File: src/rtl/p4_instr_sequencer.sv
// Program-buffer sequencer feeding 16-bit instructions to the P4 CPU and
// capturing each result (out value and N/V/Z flags) into a one-cycle strobe.
module p4_instr_sequencer #(
  parameter int DEPTH   = 8,
  parameter int AW      = 3,
  parameter int TIMEOUT = 16
) (
  input  logic          clk,
  input  logic          reset,
  input  logic          prog_we,
  input  logic [AW-1:0] prog_addr,
  input  logic [15:0]   prog_data,
  input  logic          start,
  input  logic [AW:0]   num_instr,
  output logic [15:0]   cpu_in,
  output logic          cpu_load,
  output logic          cpu_s,
  input  logic          cpu_w,
  input  logic [15:0]   cpu_out,
  input  logic          cpu_N,
  input  logic          cpu_V,
  input  logic          cpu_Z,
  output logic          res_valid,
  output logic [15:0]   res_data,
  output logic [2:0]    res_flags,
  output logic [AW-1:0] res_index,
  output logic          busy,
  output logic          done,
  output logic          error
);

  localparam int TW = $clog2(TIMEOUT + 1);

  typedef enum logic [2:0] {
    IDLE, LOAD, START, WAIT_LO, WAIT_HI, CAPTURE, FINISH
  } state_e;

  state_e        state, state_nxt;
  logic [15:0]   mem [DEPTH];
  logic [AW-1:0] ptr, ptr_nxt;
  logic [AW:0]   cnt, cnt_nxt;
  logic [TW-1:0] timer, timer_nxt;
  logic          err_nxt;
  logic          capture;
  logic          last;

  // Program buffer has no reset so its contents survive a mid-run abort.
  always_ff @(posedge clk) begin
    if (prog_we && state == IDLE)
      mem[prog_addr] <= prog_data;
  end

  assign cpu_in   = mem[ptr];
  assign cpu_load = (state == LOAD);
  assign cpu_s    = (state == START);
  assign busy     = (state != IDLE);
  assign done     = (state == FINISH);
  assign res_valid = (state == CAPTURE);
  assign last     = ({1'b0, ptr} == cnt - (AW+1)'(1));

  always_comb begin
    state_nxt = state;
    ptr_nxt   = ptr;
    cnt_nxt   = cnt;
    timer_nxt = timer;
    err_nxt   = error;
    capture   = 1'b0;
    case (state)
      IDLE: begin
        if (start) begin
          cnt_nxt   = (num_instr > (AW+1)'(DEPTH)) ? (AW+1)'(DEPTH) : num_instr;
          ptr_nxt   = '0;
          err_nxt   = 1'b0;
          state_nxt = (num_instr == '0) ? FINISH : LOAD;
        end
      end
      LOAD:  state_nxt = START;
      START: begin
        timer_nxt = '0;
        state_nxt = WAIT_LO;
      end
      WAIT_LO: begin
        if (!cpu_w) begin
          timer_nxt = '0;
          state_nxt = WAIT_HI;
        end else if (timer == TW'(1)) begin
          err_nxt   = 1'b1;
          state_nxt = FINISH;
        end else begin
          timer_nxt = timer + TW'(1);
        end
      end
      WAIT_HI: begin
        // Result fields are latched on the edge that enters CAPTURE so they
        // are already stable while res_valid is high.
        if (cpu_w) begin
          capture   = 1'b1;
          state_nxt = CAPTURE;
        end else if (timer == TW'(TIMEOUT - 1)) begin
          err_nxt   = 1'b1;
          state_nxt = FINISH;
        end else begin
          timer_nxt = timer + TW'(1);
        end
      end
      CAPTURE: begin
        if (last) begin
          state_nxt = FINISH;
        end else begin
          ptr_nxt   = ptr + AW'(1);
          state_nxt = LOAD;
        end
      end
      FINISH:  state_nxt = IDLE;
      default: state_nxt = IDLE;
    endcase
  end

  always_ff @(posedge clk or negedge reset) begin
    if (!reset) begin
      state     <= IDLE;
      ptr       <= '0;
      cnt       <= '0;
      timer     <= '0;
      error     <= 1'b0;
      res_data  <= '0;
      res_flags <= '0;
      res_index <= '0;
    end else begin
      state <= state_nxt;
      ptr   <= ptr_nxt;
      cnt   <= cnt_nxt;
      timer <= timer_nxt;
      error <= err_nxt;
      if (capture) begin
        res_data  <= cpu_out;
        res_flags <= {cpu_N, cpu_V, cpu_Z};
        res_index <= ptr;
      end
    end
  end

endmodule

File: config.mk
export PLATFORM = sky130hd
export DESIGN_NAME = p4_instr_sequencer
export DESIGN_NICKNAME = d
export VERILOG_FILES = /design/src/rtl/p4_instr_sequencer.sv
export SDC_FILE = /design/constraint.sdc
export NUM_CORES = 1
export LEC_CHECK = 0
export CORE_ASPECT_RATIO = 2
export CORE_MARGIN = 3
export CORE_UTILIZATION = 59
export DETAILED_ROUTE_END_ITERATION = 10
export PLACE_DENSITY = 0.85
export SYNTH_ARGS = -nofsm -noshare
export SYNTH_HDL_FRONTEND = slang
export SYNTH_SLANG_ARGS = --single-unit
File: constraint.sdc
create_clock -name clk -period 8.2 [get_ports clk]
set_input_delay 1.64 -clock clk [delete_from_list [all_inputs] [get_ports clk]]
set_output_delay 1.64 -clock clk [all_outputs]
set_load 0.005 [all_outputs]
Word-level counts from Yosys, hierarchy flattened

Memory sizes are Yosys's and may differ from the RTL's.
Cells that the tools add are included.

Add/subtract/negate cells: 3
$lt $le $gt $ge: 1
Eq/ne operators: 19
Mux-type cells: 27
Reductions and logical operators: 12

Operators by type and width:

| operator              | number |
|---|---|
| $mux W3               | 9 |
| $mux W5               | 4 |
| $pmux W3 S6           | 1 |
| $pmux W5 S3           | 1 |
| $ne A2 B2 Y1 const B  | 7 |
| $eq A3 B3 Y1 const B  | 3 |
| $mux W1               | 9 |
| $ne A3 B3 Y1 const B  | 3 |
| $reduce_bool A3 Y1    | 3 |
| $eq A3 B2 Y1 const B  | 2 |
| $pmux W3 S2           | 1 |
| $reduce_and A3 Y1     | 2 |
| $reduce_and A6 Y1     | 1 |
| $add A5 B1 Y5 const B | 1 |
| $eq A5 B1 Y1 const B  | 1 |
| $eq A5 B4 Y1 const B  | 1 |
| $eq A3 B4 Y1          | 1 |
| $gt A4 B4 Y1 const B  | 1 |
| $logic_not A4 Y1      | 1 |
| $mux W4               | 1 |
| $reduce_and A4 Y1     | 1 |
| $sub A4 B1 Y4 const B | 1 |
| $add A3 B1 Y3 const B | 1 |
| $eq A3 B1 Y1 const B  | 1 |
| 5 further kinds       | 5 |

Flip-flop bits (word level): 38
RAM bits: 128
Word-level logic and storage cells: 71
Memories kept: 1

Memories:

| name | depth | bits a word | read ports | clocked after memory_dff | wr ports | RTL line | RTL |
|---|---|---|---|---|---|---|---|
| mem  | 8     | 16          | 1          | 0                        | 1        | 39       | `logic [15:0] mem [DEPTH];` |

Logic depth before layout (Yosys ltp)

Gate-level depths: netlist of the first run.

Depth in word-level cells: 4
Gate-level depth with buffers: 7

Least setup slack after synthesis of the first run

OpenSTA, ideal clock, no wires.

Path type: input to register
Start point: in prog_addr[0]
End point: mem mem[0][0], enable pin
Setup time: 409 ps
Data arrival time: 2993 ps
Data required time: 7791 ps
Setup slack: 4797 ps
Stages: 2
Buffers on the path: 0
Path through: nand3b_1 -> nor3_1

RTL lines:

| what            | RTL line | RTL |
|---|---|---|
| start, declared | 11       | `input logic [AW-1:0] prog_addr,` |
| end, declared   | 39       |  |

Straight into the memory's write port.

Final worst setup path of the first run

Start point: reg ptr[0]
End point: out cpu_in[3]

Word-level cells in the longest chain between the ends: 1

RTL lines:

| what                   | RTL line | RTL |
|---|---|---|
| start, declared        | 40       | `logic [AW-1:0] ptr, ptr_nxt;` |
| start signal, assigned | 131      | `ptr <= ptr_nxt;` |
| $mem_v2 Z8 W16         | n/a      |  |
| end, declared          | 15       | `output logic [15:0] cpu_in,` |

No other way between the ends.

==> metrics.csv, run 1 <==
metric,value,unit
num_vias,3737,
synthTopCellsByCount,"edfxtp_1 (128), mux2_2 (39), dfrtp_1 (38)",
internal_power,1.77,mW
cts_inserted_buffers,17,
fill_cells,648,
crit_path_start_kind,flop,
synth_most_common_cell,edfxtp_1,
pwr-share-comb,0.255,
seq_power_share,0.448,
worst_pin_slew,1110,ps
coreArea,11100,um2
ys_seq_elements,166,
grt_pass1_vias,4010,
post-route-min-period,4530,ps
htree_num_levels,4,
pwr-share-clk,0.297,
wl_per_cell,21.4,um
clkTransAtPathRegs,60,ps
p_switching,645,uW
synth_nets,423,
cp_max_fo,27,
p_per_area,287,nW/um2
max_cap_viol_count,0,
finalSetupViolations,0,
via_per_inst,5.99,
grt.overflow.total,0,
drv_slew,0,
synth_area,6790,um2
num_rows,54,
clock_latency,420,ps
holdWs,503,ps
place_hpwl,8410,um
place_congestion,0.778,
ys_warn_count,0,
yosys.area.top_type,edfxtp_1,
asyncSetResetFlopFracSynth,0.229,
p_leak,2.95,nW
drive_gt1_frac,0.248,
setup_tns,0,ps
clock-sinks,166,
synth.distinct_cells,50,
grt_pass1_wl,21000,um
cts_root_buf,clkbuf_16,
synth_edf_count,128,
status,"finished, final reports clean",
rsz0062_at_grt,false,
cts_resized,0,
die_h,158,um
cp.arrival,2890,ps
end_kind,output port,
synth.area.top_cells,"edfxtp_1 (57%), dfrtp_1 (14%), mux4_2 (11%)",
io_pins,91,
critPathKind,flop to output port,
synthCells,371,
hold_viol,0,
track_usage,0.228,
synth_top_cell_area_share,0.566,
fp.dieW,81.8,um
dr.first_iter.drc_count,182,
synth_ff_type,edfxtp_1,
grt_max_degree,39,
io_buffers,90,
postRouteAntennaNets,0,
seq_area_frac_synth,0.706,
place_area,7860,um2
final_net_count,523,
hold_path_class,flop to flop,
hold_buffers,0,
skew,8.76,ps
drc,0,
ir_drop,0.197,mV
postRouteWirelength,13400,um
antenna_cells,0,
swShare,0.267,
fin_area,8400,um2
start_util,0.612,
p_total,2.41,mW
finalCoreUtilization,0.758,
post_cts_buffers,0,
max_freq,0.221,GHz
timing.final.crit_share,0.552,
relSlewSlack,0.260,
fp.dieArea,12900,um2
cts_tree,yes,
grt_antenna_before_repair,0,
clock_path_buffers,2,
syn_area_per_cell,18.3,um2
critPathRequiredTime,6560,ps
area_delta_synth_final,23.8,%
firstDrtPassIters,5,
## stage by stage
stage	setup WS (ps)	cells
2_1_floorplan	4800	371
3_3_place_gp	4140	592
3_5_place_dp	4090	592
4_1_cts	3620	624
5_1_grt	3520	624
6_report	3670	624
## power groups by stage
stage | Clock, mW | Sequential, mW | Combinational [mW]
detailed placement | 0 | 1.10 | 0.616
global route | 0.764 | 1.09 | 0.669
floorplan | 0 | 1.06 | 0.374
global placement | 0 | 1.09 | 0.595
CTS | 0.730 | 1.08 | 0.622
finish | 0.718 | 1.08 | 0.614
## placed cells by master, fill, tap and decap left out, types with 2 or more instances in the layout
cell	count
edfxtp_1	128
clkdlybuf4s50_1	89
mux2_2	39
dfrtp_1	37
mux4_2	32
clkbuf_16	17
nand2_1	16
a21oi_1	11
inv_1	8
nor2_1	8
buf_4	8
o21ai_0	7
nand2b_1	6
a31oi_1	5
ha_1	5
nand3_1	4
nand3b_1	3
nor3_1	3
xor2_1	3
mux2i_1	3
clkinv_2	3
inv_6	3
inv_4	3
and2_1	2
nor3_4	2
and3_1	2
nor2b_1	2
a22oi_1	2
o32ai_1	2
clkinv_4	2
## flip-flops by register name (all words and copies together), names as in the netlist
| signal | count |
|---|---|
| res_flags | 3 |
| res_index | 3 |
| mem | 128 |
| ptr | 3 |
| state | 3 |
| timer | 5 |
| cnt | 4 |
| res_data | 16 |
| error | 1 |
## worst max-delay path, stage by stage, from the launching register on
cell,delay [ps]
dfrtp_2,560
buf_4,520
mux4_2,570
mux2_2,300
clkdlybuf4s50_1,480
## per-layer routing
| layer | vias to the layer above | routed length (um) | track usage |
|---|---|---|---|
| met1 | 1873 | 4840 | 0.260 |
| met2 | 147 | 7340 | 0.391 |
| met3 | 40 | 790 | 0.0632 |
| met4 | 0 | 395 | 0.108 |
| li1 | 1677 | - | - |
| met5 | - | 0 | 0 |
## cell type report
cell class / instances / area (um2) / share of cell area
clock buffers: 19 / 443 / 0.0527
multi-input cells: 180 / 1900 / 0.227
clock inverters: 13 / 96.3 / 0.0115
well taps: 140 / 175 / 0.0209
inverters: 8 / 30.0 / 0.00358
repair buffers: 98 / 956 / 0.114
flip-flops and latches: 166 / 4800 / 0.571
## cell families (layout without fill, tap and decap cells)
group                      Yosys count  after routing  share of synthesized area
and+or+nand+nor                     62             62                     0.0522
adders and majority gates            5              5                    0.00922
AOI/OAI and AO/OA                   35             35                     0.0334
DFF                                166            166                      0.706
muxes                               75             75                      0.178
xor gates and xnor gates             3              3                    0.00387
buffers and inverters               25            138                     0.0173
## worst paths after layout
check	start	to	depth (start not counted)	slack (ps)
max in group asynchronous	reset	ptr[0]	1	6320
setup reg to reg	state[2]	mem[0][7]	3	5490
setup / recovery	ptr[0]	cpu_in[3]	4	3670
hold reg to reg	res_data[13]	res_data[13]	1	500
hold / removal	res_data[13]	res_data[13]	1	500
min in group asynchronous	reset	state[2]	1	1310
Power figures use the tool's default switching activity.
==> inputs of run 2 (changes only) <==
- CORE_UTILIZATION: 59 -> 55
- PLACE_DENSITY: 0.85 -> 0.8
- clock period: 8.2 -> 4.7 ns (I/O delays scaled with it)
==> run 2 against run 1 <==
Net effect:
- utilization shrank 5.3 points
- clock power grew 70%
- final cell count grew 0.96%
- first-iteration DRC count grew 1.1%
- sequential power grew 77%
- largest power group unchanged
- clock skew shrank 0.85 ps
- non-clock buffer count grew 2
- hold slack gained 2.2 ps
- count of clock-buffer cells in the layout shrank 1
- global-route usage shrank 2.5 points
- worst setup slack lost 2700 ps
==> metrics.csv, run 2 (synthesis gave the netlist of run 1 again) <==
metric,value,unit,change
timing.rr.end,mem[1][13],,
via_per_inst,5.82,,-2.9%
cts_inserted_buffers,17,,unchanged
skew,7.91,ps,-0.851 ps
grt_max_degree,39,,unchanged
largest_register_ffs,128,,unchanged
clock-sinks,166,,unchanged
ir_drop,0.328,mV,+66%
relSlewSlack,0.297,,+0.0371
htree_num_levels,4,,unchanged
drive_gt1_frac,0.247,,-0.000511
crit_cells,4,,unchanged
hold_path_class,flop to flop,,
area_delta_synth_final,23.8,%,about the same
worst-path-buf-inv,2,,unchanged
final_net_count,525,,+0.38%
coreArea,11900,um2,+7.5%
grt_pass1_vias,3938,,-1.8%
critPathKind,flop to output port,,
setup_tns,0,ps,unchanged
p_total,4.17,mW,+73%
multiInputGateArea,1900,um2,-0.33%
cp_max_fo,22,,-19%
finalSetupViolations,0,,unchanged
status,"finished, final reports clean",,
hold_buffers,0,,unchanged
top_regs,"mem: 128 flops, res_data: 16 flops, timer: 5 flops",,
drv_slew,0,,unchanged
crit_path_start_kind,flop,,
post-route-min-period,3760,ps,
rsz0062_at_grt,false,,
p_per_area,497,nW/um2,+73%
max_freq,0.266,GHz,
layout_common_cells,"edfxtp_1 (128), clkdlybuf4s50_1 (89), mux2_2 (39)",,
setup_slack,943,ps,-2730 ps
worst_pin_slew,1050,ps,-54.5 ps
rr_worst_depth,3,,unchanged
dr.first_iter.drc_count,184,,+1.1%
critPathRequiredTime,3760,ps,-2800 ps
end_kind,output port,,
crit-reg2reg-launch,state[2],,
cts_root_buf,clkbuf_16,,
largest-register,mem,,
wl_per_cell,20.5,um,-4.0%
firstDrtPassIters,4,,-1
critical_path.endpoint,cpu_in[1],,
grt_antenna_before_repair,0,,unchanged
clock_path_buffers,2,,unchanged
clkTransAtPathRegs,60,ps,about the same
cts_resized,0,,unchanged
crit_start,ptr[0],,
finalCoreUtilization,0.705,,-0.0527
fp.dieArea,13800,um2,+6.9%
antenna_cells,0,,unchanged
cp_slowest_cell,dfrtp_2,,
die_h,163,um,+3.4%
post_cts_buffers,0,,unchanged
postRouteWirelength,12900,um,-3.1%
num_rows,56,,+3.7%
cp.arrival,2820,ps,-70 ps
cts_tree,yes,,
grt.overflow.total,0,,unchanged
track_usage,0.203,,-0.0249
timing.final.crit_share,0.799,,
final_common_cell,edfxtp_1,,
io_buffers,90,,unchanged
place_hpwl,8290,um,-1.4%
cp_cell_sequence,buf_4 -> mux4_2 -> mux2_2 -> clkdlybuf4s50_1,,
fp.dieW,84.5,um,+3.3%
fin_area,8400,um2,about the same
drc,0,,unchanged
fill_cells,786,,+21%
post-place-ws,1280,ps,-2800 ps
postRouteAntennaNets,0,,unchanged
start_util,0.570,,-0.0427
crit_family,flip-flops,,
place_area,7880,um2,+0.19%
io_pins,91,,unchanged
num_vias,3665,,-1.9%
place_congestion,0.837,,+7.5%
timing.reg2reg.setup_slack,2020,ps,-3470 ps
seq_area,4800,um2,unchanged
grt_pass1_wl,21300,um,+1.3%
p_leak,2.94,nW,-0.43%
clock_latency,410,ps,about the same
slowest_delay,820,ps,+250 ps
max_cap_viol_count,0,,unchanged
hold_viol,0,,unchanged
## run 2: per-stage QoR
stage	hold WS, ps	instances
after detailed placement	494	599
after global placement	489	599
after global routing	521	630
after floorplan	472	371
final	505	630
after CTS	509	630
## run 2: worst min path at each step
stage / cells after the start / end / from
CTS: 1 / res_flags[0] / res_flags[0]
floorplan: 1 / timer[3] / timer[3]
global route: 1 / res_data[11] / res_data[11]
finish: 1 / res_flags[0] / res_flags[0]
global placement: 1 / res_flags[1] / res_flags[1]
detailed placement: 1 / res_flags[0] / res_flags[0]
## run 2: metal layers
| metal | global-route usage | vias to the layer above | wire, um |
|---|---|---|---|
| met5 | 0 | - | 0 |
| met4 | 0.0684 | 0 | 140 |
| met3 | 0.0394 | 10 | 761 |
| met2 | 0.353 | 141 | 7100 |
| met1 | 0.256 | 1832 | 4940 |
| li1 | - | 1682 | - |
## run 2: report_power, final
| group | internal (mW) | total (mW) | switching, mW | leakage, nW |
|---|---|---|---|---|
| Clock | 0.678 | 1.22 | 0.546 | 0.251 |
| Combinational | 0.649 | 1.04 | 0.388 | 1.05 |
| Sequential | 1.74 | 1.91 | 0.170 | 1.64 |
## run 2: worst register-to-register path, stage by stage, from the launching register on
cell and delay, ps:
dfrtp_1 560, nor3_1 600, nand3_1 290, nor3_4 840
## run 2: area by class of cell
| class | count | share of cell area |
|---|---|---|
| flip-flops and latches | 166 | 0.571 |
| repair buffers | 100 | 0.116 |
| multi-input cells | 180 | 0.226 |
| clock buffers | 18 | 0.0511 |
| well taps | 145 | 0.0216 |
| clock inverters | 13 | 0.0116 |
| inverters | 8 | 0.00357 |
==> inputs of run 3 (changes only) <==
- clock period: 4.7 -> 3.9 ns (I/O delays scaled with it)
==> run 3 against run 2 <==
Net effect:
- combinational power grew 21%
- sequential power rose by 21%
- register-to-register slack got worse by 390 ps
- clock skew decreased by 1.4 ps
- highest routed layer unchanged
==> metrics.csv, run 3 (synthesis gave the netlist of run 1 again) <==
metric,value,unit,change
drv_slew,0,,unchanged
die_h,163,um,unchanged
holdWs,470,ps,-35.6 ps
grt.met3_usage,0.0434,,+0.00404
grt_max_degree,39,,unchanged
antenna_cells,0,,unchanged
post_cts_buffers,0,,unchanged
clkTransAtPathRegs,60,ps,about the same
finalSetupViolations,0,,unchanged
clock-sinks,166,,unchanged
layout_common_cells,"edfxtp_1 (128), clkdlybuf4s50_1 (89), mux2_2 (39)",,
post-place-ws,669,ps,-616 ps
via_per_inst,5.89,,+1.3%
p_per_area,597,nW/um2,+20%
place_congestion,0.826,,-1.3%
cts_resized,0,,unchanged
io_pins,91,,unchanged
setup_tns,0,ps,unchanged
grt.overflow.total,0,,unchanged
cp_max_fo,25,,+14%
firstDrtPassIters,4,,unchanged
crit_path_start_kind,flop,,
io_buffers,90,,unchanged
cts_tree,yes,,
worst_pin_slew,847,ps,-207 ps
final_net_count,528,,+0.57%
fp.dieW,84.5,um,unchanged
clock_path_buffers,2,,unchanged
start_util,0.570,,unchanged
status,"finished, final reports clean",,
fill_cells,753,,-4.2%
seq_area,4800,um2,unchanged
postRouteWirelength,12800,um,-0.86%
p_leak,2.96,nW,+0.78%
critPathKind,flop to output port,,
setup_slack,315,ps,-628 ps
largest_register_ffs,128,,unchanged
hold_path_class,input port to asynchronous set/reset pin,,
timing.final.crit_share,0.919,,
relSlewSlack,0.435,,+0.138
top_regs,"mem: 128 flops, res_data: 16 flops, timer: 5 flops",,
crit-reg2reg-launch,timer[0],,
post-route-min-period,3590,ps,
final_common_cell,edfxtp_1,,
max_cap_viol_count,0,,unchanged
cts_root_buf,clkbuf_16,,
max_freq,0.279,GHz,
dr.first_iter.drc_count,132,,-28%
timing.rr.end,timer[0],,
skew,6.54,ps,-1.37 ps
cts_inserted_buffers,17,,unchanged
grt_pass1_wl,20700,um,-3.0%
htree_num_levels,4,,unchanged
multiInputGateArea,1880,um2,-0.66%
place_area,7910,um2,+0.44%
rr_worst_depth,7,,+4
postRouteAntennaNets,0,,unchanged
end_kind,output port,,
num_rows,56,,unchanged
coreArea,11900,um2,unchanged
grt_pass1_vias,3898,,-1.0%
cp.arrival,2810,ps,about the same
busiest_layer,met2,,
p_total,5.04,mW,+21%
track_usage,0.200,,-0.00373
grt_antenna_before_repair,0,,unchanged
hold_viol,0,,unchanged
wl_per_cell,20.3,um,-1.3%
drive_gt1_frac,0.252,,+0.00463
grt_use_met2,0.359,,+0.00642
critPathRequiredTime,3120,ps,-640 ps
ir_drop,0.469,mV,+43%
drc,0,,unchanged
num_vias,3729,,+1.7%
area_delta_synth_final,24.3,%,
hold_buffers,0,,unchanged
rsz0062_at_grt,false,,
largest-register,mem,,
clock_latency,410,ps,about the same
fin_area,8440,um2,+0.42%
use_met1,0.230,,-0.0261
timing.reg2reg.setup_slack,1630,ps,-390 ps
fp.dieArea,13800,um2,unchanged
place_hpwl,8220,um,-0.87%
run 3: report_power, final:
group	leakage (nW)	switching [mW]	internal, mW
logic	1.06	0.463	0.797
registers	1.64	0.208	2.10
clock network	0.257	0.656	0.815
total	2.96	1.33	3.71
run 3: per-layer routing:
| layer | vias up | part of all wire |
|---|---|---|
| li1 | 1682 | - |
| met1 | 1901 | 0.38 |
| met2 | 131 | 0.55 |
| met3 | 15 | 0.050 |
| met4 | 0 | 0.015 |
| met5 | - | 0 |
run 3: how the worst max path moves through the flow:
| stage | from | endpoint | cells after the start |
|---|---|---|---|
| 2_1_floorplan | state[2] | mem[1][0] | 4 |
| 3_3_place_gp | ptr[0] | cpu_in[12] | 4 |
| 3_5_place_dp | ptr[0] | cpu_in[8] | 4 |
| 4_1_cts | ptr[0] | cpu_in[8] | 4 |
| 5_1_grt | ptr[0] | cpu_in[8] | 4 |
| 6_report | ptr[0] | cpu_in[8] | 4 |
run 3: stage by stage:
stage,instances,utilization
floorplan,371,-
global placement,602,0.664
detailed placement,602,0.664
CTS,633,0.708
global route,633,0.708
finish,633,0.708
run 3: area by class of cell:
cell class                      instances  share of cell area
Clock buffer                           17              0.0504
Clock inverter                         14              0.0120
Inverter                                8             0.00356
Multi-Input combinational cell        180               0.223
Sequential cell                       166               0.568
Tap cell                              145              0.0215
Timing Repair Buffer                  103               0.121
run 3: critical path: stages (launching register included):
cell             delay, ps
dfrtp_2                900
buf_12                 250
mux4_2                 510
mux2_2                 280
clkdlybuf4s50_1        450
